==> src/rtl/nabp_line_reader_if.sv <==
// Line-buffer read port and sample stream between the NABP line reader,
// its ping-pong line buffer bank and the processing-element array.
interface nabp_line_reader_if #(
    parameter int DATA_WIDTH  = 12,
    parameter int ADDR_WIDTH  = 8,
    parameter int ANGLE_WIDTH = 8
);
    logic                   mem_rd_en;
    logic                   mem_bank;
    logic [ADDR_WIDTH-1:0]  mem_addr;
    logic [DATA_WIDTH-1:0]  mem_rd_data;
    logic                   out_valid;
    logic                   out_ready;
    logic [DATA_WIDTH-1:0]  out_data;
    logic                   out_last;
    logic [ANGLE_WIDTH-1:0] out_angle;

    modport master (
        output mem_rd_en, mem_bank, mem_addr,
        input  mem_rd_data,
        output out_valid, out_data, out_last, out_angle,
        input  out_ready
    );

    modport slave (
        input  mem_rd_en, mem_bank, mem_addr,
        output mem_rd_data,
        input  out_valid, out_data, out_last, out_angle,
        output out_ready
    );
endinterface

==> src/rtl/nabp_line_reader.sv <==
// Reads one filtered projection line from the bank not being written and
// streams it through a 2-entry credit-managed FIFO to the PE array.
module nabp_line_reader #(
    parameter int DATA_WIDTH  = 12,
    parameter int LINE_LENGTH = 256,
    parameter int ADDR_WIDTH  = 8,
    parameter int ANGLE_WIDTH = 8
) (
    input  logic                   clk,
    input  logic                   reset_n,
    input  logic                   start,
    input  logic                   buff_sel,
    input  logic [ANGLE_WIDTH-1:0] angle,
    output logic                   busy,
    output logic                   done,
    nabp_line_reader_if.master     bus
);

    localparam logic [ADDR_WIDTH-1:0] LAST_ADDR = ADDR_WIDTH'(LINE_LENGTH - 1);

    typedef enum logic [1:0] {IDLE, FETCH, DRAIN, DONE} state_t;

    state_t                 state_q, state_d;
    logic [ADDR_WIDTH-1:0]  addr_q, addr_d;
    logic                   bank_q, bank_d;
    logic [ANGLE_WIDTH-1:0] angle_q, angle_d;
    logic                   inflight_q, inflight_d;
    logic                   rd_last_q, rd_last_d;
    logic [DATA_WIDTH-1:0]  fifo_data_q [2];
    logic [DATA_WIDTH-1:0]  fifo_data_d [2];
    logic                   fifo_last_q [2];
    logic                   fifo_last_d [2];
    logic                   wr_ptr_q, wr_ptr_d;
    logic                   rd_ptr_q, rd_ptr_d;
    logic [1:0]             count_q, count_d;

    logic       rd_en;
    logic       pop;
    logic       head_last;
    logic [1:0] load_after_pop;
    logic       can_issue;

    assign pop       = (count_q != 2'd0) && bus.out_ready;
    assign head_last = fifo_last_q[rd_ptr_q];
    // The slot freed by this cycle's pop is reusable: the response to a read
    // issued now is written one cycle later, so 1 sample/cycle is sustained.
    assign load_after_pop = count_q + {1'b0, inflight_q} - {1'b0, pop};
    assign can_issue      = load_after_pop < 2'd2;

    always_comb begin
        state_d     = state_q;
        addr_d      = addr_q;
        bank_d      = bank_q;
        angle_d     = angle_q;
        rd_en       = 1'b0;
        fifo_data_d = fifo_data_q;
        fifo_last_d = fifo_last_q;
        wr_ptr_d    = wr_ptr_q;
        rd_ptr_d    = rd_ptr_q;

        unique case (state_q)
            IDLE: begin
                if (start) begin
                    bank_d  = ~buff_sel;
                    angle_d = angle;
                    addr_d  = '0;
                    state_d = FETCH;
                end
            end
            FETCH: begin
                if (can_issue) begin
                    rd_en = 1'b1;
                    if (addr_q == LAST_ADDR) state_d = DRAIN;
                    else                     addr_d  = addr_q + ADDR_WIDTH'(1);
                end
            end
            DRAIN: begin
                if (pop && head_last) state_d = DONE;
            end
            DONE: state_d = IDLE;
            default: state_d = IDLE;
        endcase

        inflight_d = rd_en;
        rd_last_d  = rd_en && (addr_q == LAST_ADDR);

        if (inflight_q) begin
            fifo_data_d[wr_ptr_q] = bus.mem_rd_data;
            fifo_last_d[wr_ptr_q] = rd_last_q;
            wr_ptr_d              = ~wr_ptr_q;
        end
        if (pop) rd_ptr_d = ~rd_ptr_q;
        count_d = count_q + {1'b0, inflight_q} - {1'b0, pop};
    end

    always_ff @(posedge clk) begin
        if (!reset_n) begin
            state_q     <= IDLE;
            addr_q      <= '0;
            bank_q      <= 1'b0;
            angle_q     <= '0;
            inflight_q  <= 1'b0;
            rd_last_q   <= 1'b0;
            fifo_data_q <= '{default: '0};
            fifo_last_q <= '{default: 1'b0};
            wr_ptr_q    <= 1'b0;
            rd_ptr_q    <= 1'b0;
            count_q     <= '0;
        end else begin
            state_q     <= state_d;
            addr_q      <= addr_d;
            bank_q      <= bank_d;
            angle_q     <= angle_d;
            inflight_q  <= inflight_d;
            rd_last_q   <= rd_last_d;
            fifo_data_q <= fifo_data_d;
            fifo_last_q <= fifo_last_d;
            wr_ptr_q    <= wr_ptr_d;
            rd_ptr_q    <= rd_ptr_d;
            count_q     <= count_d;
        end
    end

    assign bus.mem_rd_en = rd_en;
    assign bus.mem_bank  = bank_q;
    assign bus.mem_addr  = addr_q;
    assign bus.out_valid = (count_q != 2'd0);
    assign bus.out_data  = fifo_data_q[rd_ptr_q];
    assign bus.out_last  = head_last;
    assign bus.out_angle = angle_q;
    assign busy          = (state_q != IDLE);
    assign done          = (state_q == DONE);

endmodule

==> src/flat_wrapper.sv <==
// flat-port wrapper written by rule: the top's interface ports become plain ports
module nabp_line_reader_flat 
#(
    parameter int DATA_WIDTH  = 12,
    parameter int LINE_LENGTH = 256,
    parameter int ADDR_WIDTH  = 8,
    parameter int ANGLE_WIDTH = 8
)
  (clk, reset_n, start, buff_sel, angle, busy, done, bus_mem_rd_en, bus_mem_bank, bus_mem_addr, bus_mem_rd_data, bus_out_valid, bus_out_data, bus_out_last, bus_out_angle, bus_out_ready);
  nabp_line_reader_if #(.DATA_WIDTH(DATA_WIDTH), .ADDR_WIDTH(ADDR_WIDTH), .ANGLE_WIDTH(ANGLE_WIDTH)) bus_i ();
  input  logic clk;
  input  logic reset_n;
  input  logic start;
  input  logic buff_sel;
  input  logic [ANGLE_WIDTH-1:0] angle;
  output logic busy;
  output logic done;
  output wire logic [$bits(bus_i.mem_rd_en)-1:0] bus_mem_rd_en;
  output wire logic [$bits(bus_i.mem_bank)-1:0] bus_mem_bank;
  output wire logic [$bits(bus_i.mem_addr)-1:0] bus_mem_addr;
  input wire logic [$bits(bus_i.mem_rd_data)-1:0] bus_mem_rd_data;
  output wire logic [$bits(bus_i.out_valid)-1:0] bus_out_valid;
  output wire logic [$bits(bus_i.out_data)-1:0] bus_out_data;
  output wire logic [$bits(bus_i.out_last)-1:0] bus_out_last;
  output wire logic [$bits(bus_i.out_angle)-1:0] bus_out_angle;
  input wire logic [$bits(bus_i.out_ready)-1:0] bus_out_ready;
  assign bus_mem_rd_en = bus_i.mem_rd_en;
  assign bus_mem_bank = bus_i.mem_bank;
  assign bus_mem_addr = bus_i.mem_addr;
  assign bus_i.mem_rd_data = bus_mem_rd_data;
  assign bus_out_valid = bus_i.out_valid;
  assign bus_out_data = bus_i.out_data;
  assign bus_out_last = bus_i.out_last;
  assign bus_out_angle = bus_i.out_angle;
  assign bus_i.out_ready = bus_out_ready;
  nabp_line_reader #(.DATA_WIDTH(DATA_WIDTH), .LINE_LENGTH(LINE_LENGTH), .ADDR_WIDTH(ADDR_WIDTH), .ANGLE_WIDTH(ANGLE_WIDTH)) u_core (.clk(clk), .reset_n(reset_n), .start(start), .buff_sel(buff_sel), .angle(angle), .busy(busy), .done(done), .bus(bus_i));
endmodule
==> config.mk <==
export PLATFORM = sky130hd
export DESIGN_NAME = nabp_line_reader_flat
export DESIGN_NICKNAME = d
export VERILOG_FILES = /design/src/rtl/nabp_line_reader_if.sv /design/src/rtl/nabp_line_reader.sv /design/src/flat_wrapper.sv
export SDC_FILE = /design/constraint.sdc
export NUM_CORES = 1
export LEC_CHECK = 0
export BUFFER_PORTS_ARGS = -buffer_cell sky130_fd_sc_hd__buf_2
export CAP_MARGIN = 0
export CORE_MARGIN = 1.5
export CORE_UTILIZATION = 45
export CTS_CLUSTER_DIAMETER = 200
export DETAILED_ROUTE_END_ITERATION = 10
export GPL_ROUTABILITY_DRIVEN = 0
export PLACE_DENSITY = 0.69
export SLEW_MARGIN = 20
export SYNTH_ARGS = -nofsm -noshare
export SYNTH_HDL_FRONTEND = slang
export SYNTH_SLANG_ARGS = --single-unit
==> constraint.sdc <==
create_clock -name clk -period 3.96 [get_ports clk]
set_clock_uncertainty 0.2 [all_clocks]
set_input_delay 0.198 -clock clk [delete_from_list [all_inputs] [get_ports clk]]
set_output_delay 0.198 -clock clk [all_outputs]
set_load 0.05 [all_outputs]
==> flow_summary.json <==
{
  "rrSetupSlack_ps": 1380,
  "clk_pin_slew_ps": 80,
  "setup_viol": 0,
  "dieArea_sq_um": 5690,
  "grt_pass1_wl_microns": 8600,
  "dp_hpwl_microns": 3410,
  "core_area_sq_um": 5070,
  "synth_fp_nets": 301,
  "clock.fmax_ghz": 0.379,
  "crit_path_end_kind": "primary output",
  "power_frac_seq_pct": 38.1,
  "synthCells": 268,
  "worstPathArrival_ps": 2240,
  "syn_avg_cell_area_sq_um": 8.81,
  "fin_nets": 373,
  "netlist_top_cells_area": "dfxtp_1 (43%), nand2_1 (13%), a21boi_0 (12%)",
  "first_pass_iters": 4,
  "startpoint_type": "flip-flop",
  "max_cap_viol_count": 0,
  "routed_wl_microns": 5190,
  "vias": 2059,
  "cp_slowest_cell": "dfxtp_1",
  "synth_area_sq_um": 2360,
  "synth_top_cell_by_area": "dfxtp_1",
  "setup_slack_ps": 1320,
  "synth_edf_count": 0,
  "p_int_w": 0.000998,
  "clk_path_buf_depth": 2,
  "p_switching_w": 0.000677,
  "drc": 0,
  "rsz0062_at_grt": "false",
  "yosysWarningCount": 0,
  "layout-drive-gt1-share_pct": 24.1,
  "cts_tree": "built",
  "port_buffers": 58,
  "cts-root-buf": "clkbuf_8",
  "cts_buffers": 5,
  "hold_class": "in2reg",
  "cp_slowest_stage_delay_ps": 340,
  "worst_pin_slew_ps": 915,
  "antennaDiodeCount": 0,
  "start_util_pct": 46.5,
  "postLayoutCellArea_sq_um": 3000,
  "p_leak_nw": 1.30,
  "timing.setup.tns_ps": 0,
  "placementRows": 26,
  "ioPinCount": 59,
  "finalHoldViolCount": 0,
  "cellPowerDensity_nw_per_um2": 558,
  "drtIter0Drc": 91,
  "grt_pass1_vias": 1925,
  "period_minus_slack_ps": 2640,
  "async_reset_ff_share_pct": 0,
  "grt_antenna_before_repair": 0,
  "yosysSeqAreaShare_pct": 43.2,
  "cts_sinks": 51,
  "yosys_most_used_dff": "dfxtp_1",
  "dp_worst_setup_slack_ps": 1410,
  "p_clk_share_pct": 20.9,
  "post_dp_cell_area_sq_um": 2680,
  "synth_top_area_share_pct": 43.2,
  "cp_cell_sequence": "o21ai_0 -> inv_1 -> ha_1 -> inv_1 -> ha_1 -> xnor3_2 -> and2_1 -> buf_2",
  "crit_type": "reg2out",
  "outcome": "finished clean",
  "fin_crit_sh_pct": 66.7,
  "insertion_delay_ps": 300,
  "track_usage_pct": 19.7,
  "die_w_microns": 75.5,
  "areaGrowthSynthToFinish_pct": 27.0,
  "wl_per_cell_microns": 12.7,
  "pwr-share-comb_pct": 41.0,
  "required_ps": 3560,
  "grt_max_degree": 51,
  "irDropWorstVdd_mv": 0.307,
  "crit_fanout": 4,
  "synth_seq_cells": 51,
  "slew_violations": 0,
  "p_sw_share_pct": 40.4,
  "htreeDepth": 2,
  "vias_per_cell": 5.02,
  "ctsResizeCount": 0,
  "gr-total-overflow": 0,
  "die_y_microns": 75.5,
  "ant_nets": 0,
  "slew_headroom_pct": 38.8,
  "ys_types": 32
}
-- flip-flops by register name, indices dropped and copies added (netlist names), 2 cells and up --
signal                cells
u_core.fifo_data_q       24
u_core.fifo_last_q        2
u_core.state_q            2
u_core.count_q            2
u_core.bus.out_angle      8
u_core.bus.mem_addr       8
-- power groups by stage --
stage / Clock, W / Combinational (W) / Sequential (W)
global route: 0.000379 / 0.000750 / 0.000652
CTS: 0.000362 / 0.000692 / 0.000640
detailed placement: 0 / 0.000674 / 0.000650
finish: 0.000350 / 0.000687 / 0.000638
global placement: 0 / 0.000667 / 0.000649
floorplan: 0 / 0.000503 / 0.000689
-- synthesized netlist by cell type, types with 2 or more instances --
library cell and n:
nand2_1 81, dfxtp_1 51, a21boi_0 37, clkbuf_1 13, mux2_2 13, inv_1 9, ha_1 8, nand3_1 8
and2_1 7, o211ai_1 6, o21ai_0 4, or4_1 4, mux2i_1 3, nand4_1 3, nor3_1 2, o31ai_1 2
or2_2 2
-- cell families (layout without fill, tap and decap cells) --
| family | after synthesis | count (layout) | share of synthesized area (%) |
|---|---|---|---|
| and+or+nand+nor | 111 | 111 | 20.6 |
| AOI/OAI and AO/OA | 56 | 56 | 18.3 |
| DFF | 51 | 51 | 43.2 |
| buffers and inverters | 23 | 95 | 3.81 |
| muxes | 16 | 16 | 7.47 |
| adders and majority gates | 8 | 8 | 4.24 |
| xor gates and xnor gates | 3 | 3 | 2.38 |
-- metal layers --
layer / track usage (%) / wire length, microns
met5: 0 / 0
met4: 7.34 / 94
met3: 3.57 / 199
met2: 33.7 / 2530
met1: 24.6 / 2370
-- final timing paths --
check | from | end | depth (start not counted)
hold reg to reg | u_core.bus.out_angle[4]$_SDFFE_PN0P_ | u_core.bus.out_angle[4]$_SDFFE_PN0P_ | 2
setup / recovery | u_core.count_q[1]$_SDFF_PN0_ | bus_mem_rd_en | 8
setup reg to reg | u_core.count_q[1]$_SDFF_PN0_ | u_core.bus.mem_addr[5]$_SDFFE_PN0P_ | 9
hold / removal | start | u_core.state_q[1]$_SDFFE_PN0P_ | 3
-- critical path: cells and delay by family, from the launching register on --
kind	cells	cell delay [ps]
adder cells (fa/ha/maj)	2	460
flip-flops	1	340
buffers and inverters	3	340
AO/OA/AOI/OAI	1	310
XOR/XNOR	1	300
AND/OR/NAND/NOR	1	180
-- through the flow --
stage | util (%) | hold slack, ps | instances | power, W
after floorplan | - | 143 | 268 | 0.00119
after global placement | 52.9 | 249 | 382 | 0.00132
after detailed placement | 52.9 | 257 | 382 | 0.00132
after CTS | 59.1 | 115 | 410 | 0.00169
after global routing | 59.1 | 157 | 410 | 0.00178
final | 59.1 | 120 | 410 | 0.00168
-- layout make-up --
cell class	count	area (sq um)
Timing Repair Buffer	79	500
Tap cell	70	87.6
Sequential cell	51	1020
Inverter	9	33.8
Multi-Input combinational cell	194	1250
Clock inverter	2	37.5
Fill cell	504	2070
Clock buffer	5	68.8
-- what timing repair did --
item                                   4_1_cts  5_1_grt
hold buffers                                21        0
endpoints found under the hold margin       33        0
setup buffers                                0        0
-- cells in the final DEF, fill, tap and decap left out, types with 2 or more instances in the layout --
master / Yosys / layout
nand4_1: 3 / 3
nor3_1: 2 / 2
nand3_1: 8 / 8
ha_1: 8 / 8
dfxtp_1: 51 / 51
nand2_1: 81 / 81
dlygate4sd3_1: 0 / 21
o21ai_0: 4 / 4
or4_1: 4 / 4
a21boi_0: 37 / 37
mux2_2: 13 / 13
inv_1: 9 / 9
o31ai_1: 2 / 2
and2_1: 7 / 7
mux2i_1: 3 / 3
clkbuf_8: 0 / 5
o211ai_1: 6 / 6
or2_2: 2 / 2
buf_2: 0 / 58
Power figures use the tool's default switching activity.
